--- src/rtl/pulse_train_generator.sv ---
// pulse_train_generator: turns a one-cycle start request into a registered
// square wave carrying exactly `count` rising edges. Each edge is held high
// for HIGH_CYCLES and followed by LOW_CYCLES low, so a downstream edge
// detector sees one pulse per edge.
// Optional feature: define PULSE_ABORT_EN to add the abort input.
module pulse_train_generator #(
  parameter int unsigned CNT_W       = 8,
  parameter int unsigned HIGH_CYCLES = 2,
  parameter int unsigned LOW_CYCLES  = 2
) (
  input  logic             clk,
  input  logic             rst,
  input  logic             start,
  input  logic [CNT_W-1:0] count,
`ifdef PULSE_ABORT_EN
  input  logic             abort,
`endif
  output logic             signal,
  output logic             busy,
  output logic             done
);

  localparam int unsigned MAX_PH = (HIGH_CYCLES > LOW_CYCLES) ? HIGH_CYCLES : LOW_CYCLES;
  localparam int unsigned PH_W   = $clog2(MAX_PH) + 1;
  localparam logic [PH_W-1:0] HIGH_LOAD = PH_W'(HIGH_CYCLES - 1);
  localparam logic [PH_W-1:0] LOW_LOAD  = PH_W'(LOW_CYCLES - 1);

  typedef enum logic [1:0] {
    IDLE = 2'd0,
    HIGH = 2'd1,
    LOW  = 2'd2
  } state_t;

  state_t           state;
  logic [CNT_W-1:0] edges;
  logic [PH_W-1:0]  phase;
  logic             kill;

`ifdef PULSE_ABORT_EN
  assign kill = abort;
`else
  assign kill = 1'b0;
`endif

  // Train sequencer: state, edge/phase counters and all registered outputs.
  always_ff @(posedge clk) begin
    if (rst) begin
      state  <= IDLE;
      edges  <= '0;
      phase  <= '0;
      signal <= 1'b0;
      busy   <= 1'b0;
      done   <= 1'b0;
    end else begin
      done <= 1'b0;
      if (kill && state != IDLE) begin
        // Abort drops the train silently: no done pulse.
        state  <= IDLE;
        edges  <= '0;
        phase  <= '0;
        signal <= 1'b0;
        busy   <= 1'b0;
      end else begin
        case (state)
          IDLE: begin
            signal <= 1'b0;
            busy   <= 1'b0;
            if (start && !kill) begin
              if (count != '0) begin
                state  <= HIGH;
                edges  <= count;
                phase  <= HIGH_LOAD;
                signal <= 1'b1;
                busy   <= 1'b1;
              end else begin
                done <= 1'b1;
              end
            end
          end
          HIGH: begin
            if (phase == '0) begin
              // Edge counter is nonzero here, so this decrement never wraps.
              state  <= LOW;
              edges  <= edges - CNT_W'(1);
              phase  <= LOW_LOAD;
              signal <= 1'b0;
            end else begin
              phase <= phase - PH_W'(1);
            end
          end
          LOW: begin
            if (phase == '0) begin
              if (edges != '0) begin
                state  <= HIGH;
                phase  <= HIGH_LOAD;
                signal <= 1'b1;
              end else begin
                state <= IDLE;
                busy  <= 1'b0;
                done  <= 1'b1;
              end
            end else begin
              phase <= phase - PH_W'(1);
            end
          end
          default: begin
            state  <= IDLE;
            edges  <= '0;
            phase  <= '0;
            signal <= 1'b0;
            busy   <= 1'b0;
          end
        endcase
      end
    end
  end

endmodule

--- config.mk ---
export PLATFORM = sky130hd
export DESIGN_NAME = pulse_train_generator
export DESIGN_NICKNAME = d
export VERILOG_FILES = /design/src/rtl/pulse_train_generator.sv
export SDC_FILE = /design/constraint.sdc
export NUM_CORES = 1
export LEC_CHECK = 0
export BUFFER_PORTS_ARGS = -buffer_cell sky130_fd_sc_hd__buf_2
export CAP_MARGIN = 40
export CELL_PAD_IN_SITES_DETAIL_PLACEMENT = 0
export CELL_PAD_IN_SITES_GLOBAL_PLACEMENT = 1
export CORE_MARGIN = 4
export CORE_UTILIZATION = 42
export DETAILED_ROUTE_END_ITERATION = 12
export PLACE_DENSITY_LB_ADDON = 0.1
export SLEW_MARGIN = 20
export SYNTH_ARGS = -nofsm -noshare
export SYNTH_HDL_FRONTEND = slang
export SYNTH_SLANG_ARGS = --single-unit
--- constraint.sdc ---
create_clock -name clk -period 1.9 [get_ports clk]
set_input_delay 0.285 -clock clk [delete_from_list [all_inputs] [get_ports clk]]
set_output_delay 0.285 -clock clk [all_outputs]
set_load 0.1 [all_outputs]
==> summary.txt <==
Outcome
  • Status: complete, no violations

Flow run
  • Max cap viols: 0

STA
  • Hold Vio Cnt, Final: 0
  • RSZ-0062 raised after global routing: no
  • Worst-Margin Slew: 0.491 ns
  • Slew Viols, Final: 0
  • Worst Slack Setup Final: 0.158 ns
  • Final setup skew: 0.00693 ns
  • Min Tclk post-route: 1.74 ns
  • Fin crit share: 91.7%
  • Final setup TNS: 0 ns
  • Achievable Freq: 0.574 GHz
  • Final setup fails: 0
  • Slew HR: 67.3%
  • Hold slack: 0.301 ns

Floorplan
  • Die Wd: 57.9 microns
  • Die Area: 3350 sq um
  • Starting Density: 45.5%
  • Core area: 2300 sq um
  • Ports: 14
  • Row count: 17
  • Die height: 57.9 microns

Global routing
  • Vias in the first global route: 964
  • Tot GR Track Use: 17.0%
  • Initial antenna violation count: 0
  • First-pass GRT wire length: 4.50 mm
  • Largest net degree at the start of global routing: 19
  • GRT overflow: 0

CTS
  • Clock transition at path regs: 0.10 ns
  • CTS Sinks: 15
  • Num CTS Buffers: 3
  • CTS Root Cell: clkbuf_4
  • Post-cts hold buffer count: 0
  • Clk buf depth: 2
  • CTS tree: built
  • Clock Latency Late Sink: 0.28 ns
  • H-tree lvl count: 1
  • # resized after CTS: 0
  • Postcts setup bufs: 0

Placement
  • Post-DP Area: 1180 sq um
  • GPL Wtd Cong: 0.834
  • Post-DP HPWL: 2.08 mm
  • Port bufs: 13
  • Placed insts: 167
  • Place WS: 0.141 ns

Synth
  • Distinct cells, synth: 44
  • Avg Inst Size Synth: 8.49 sq um
  • Area leader, netlist: dfxtp_1
  • Seq/Total Area, Yosys: 28.7%
  • Yosys reg bits: 15
  • Synthesized Nets: 141
  • Yosys warnings: 0
  • Post-synth top flop: dfxtp_1
  • Synth async-reset ratio: 0%
  • Synth top area share: 28.7%
  • Top post-synthesis cells by area: dfxtp_1, ha_1, a21oi_1, inv_1, nand2b_1
  • Netlist Area Pre-Place: 1040 sq um
  • Number of synthesized flops with an enable pin: 0
  • Cells after synthesis: 123

Cells and area
  • Fin area: 1220 sq um
  • Register area: 302 sq um
  • Final layout net count: 162
  • Layout area overhead: 16.4%
  • Final non-filler cell total: 171
  • Area of the multi-input gates: 687 sq um
  • Layout cells sized above 1: 22.4%
  • Fillers: 224
  • Antenna Cells: 0

Setup path
  • FF-to-FF path depth: 4
  • Worst Setup Start Kind: register
  • Crit end category: register
  • Critical path arrival: 1.92 ns
  • Launch point of the worst reg-to-reg path: edges[3]
  • Crit path kind: reg -> reg
  • Worst Setup SP: edges[3]
  • Crit path required time: 2.07 ns
  • Max FO, Critical Path: 6

Hold path
  • Worst Min Path Start: count[7]
  • Hold path depth: 3
  • Worst min path class: in -> reg

Route
  • WL per Instance: 16.2 microns
  • DRT Wirelength: 2.77 mm
  • Initial detailed-routing violation count: 42
  • Via Count: 1049
  • # DRC: 0
  • Post-DR vias/cell: 6.13
  • Antenna Nets Post-Route: 0
  • First-pass DRT Iterations: 4

Power and ir drop
  • Sequential power share: 26.1%
  • Pleak: 0.515 nW
  • Clock power share: 8.8%
  • Switching pwr: 1.08 mW
  • Pwr dens: 1800 nW/um^2
  • Int Pwr: 1.11 mW
  • Max IR drop VDD: 0.000801 V
  • Switching portion of total power: 49.4%
  • Gate power share: 65.1%
==> final timing paths <==
kind / slack [ns] / to
setup / recovery: 0.16 / busy
hold / removal: 0.30 / edges[7]
setup reg to reg: 0.16 / busy
hold reg to reg: 0.51 / edges[5]
==> layer usage <==
layer  share of wire, %  track usage [%]
met1                 46             23.9
met5                  0                0
met3                 10             4.90
met4               0.54             6.62
met2                 43             24.4
==> cells in the mapped netlist, drive strengths merged (2+ instances only) <==
| cell | instances |
|---|---|
| nor3 | 3 |
| nand2 | 6 |
| o21ai | 5 |
| o31a | 2 |
| ha | 7 |
| nor2 | 5 |
| nand2b | 5 |
| dfxtp | 15 |
| a221oi | 2 |
| clkbuf | 3 |
| o32ai | 2 |
| and3 | 2 |
| xor2 | 2 |
| nor4 | 4 |
| o41ai | 2 |
| or4 | 3 |
| inv | 9 |
| nand3 | 2 |
| a21oi | 12 |
| buf | 3 |
| or3 | 2 |
| mux2i | 3 |
| a32o | 2 |
| a211oi | 4 |
| a22oi | 4 |
| or2 | 3 |
==> layout by cell type (no fill, tap or decap), types with 3 or more instances in the layout <==
cell type	netlist	routed
a211oi_1	4	4
a21oi_1	12	11
a22oi_1	4	4
buf_2	3	13
buf_4	0	9
clkbuf_4	0	3
dfxtp_1	15	14
ha_1	7	7
inv_1	9	9
mux2i_1	3	3
nand2_1	6	6
nand2b_1	5	5
nor2_1	5	5
nor4_1	4	4
o21ai_1	3	3
or4_1	3	3
==> per-stage QoR <==
stage	total power [mW]	util, %
floorplan	1.61	-
global route	2.38	52.9
detailed placement	1.97	51.6
global placement	1.96	51.6
finish	2.19	52.9
CTS	2.17	52.7
==> cell type report <==
cell class / count / share of cell area, %
Sequential cell: 15 / 24.8
Timing Repair Buffer: 22 / 10.9
Tap cell: 28 / 2.88
Multi-Input combinational cell: 93 / 56.5
Inverter: 9 / 2.78
Clock buffer: 4 / 2.16
==> cell families after synthesis <==
| kind of cell | count (synthesis) | synth area share, % |
|---|---|---|
| muxes | 3 | 2.87 |
| adders and majority gates | 7 | 8.38 |
| DFF | 15 | 28.7 |
| AOI/OAI and AO/OA | 41 | 30.4 |
| and+or+nand+nor | 40 | 22.0 |
| buffers and inverters | 15 | 5.87 |
| xor gates and xnor gates | 2 | 1.68 |
==> registers in the layout, indices dropped and copies added, names as in the netlist <==
register and count:
busy 1, done 1, edges 8, phase 2
signal 1, state 2
==> power groups by stage <==
stage	logic (mW)	clock network, mW	registers, mW
3_3_place_gp	1.39	0	0.566
2_1_floorplan	0.921	0	0.688
4_1_cts	1.41	0.199	0.565
3_5_place_dp	1.39	0	0.574
5_1_grt	1.58	0.207	0.592
6_report	1.42	0.192	0.571
==> worst max-delay path, cell delays in order, from the launching register on <==
cell	delay, ns
dfxtp_1	0.33
or4_1	0.66
o41ai_4	0.38
mux2i_1	0.21
nor2_1	0.05
No activity file was read; power rests on OpenSTA's default activity.
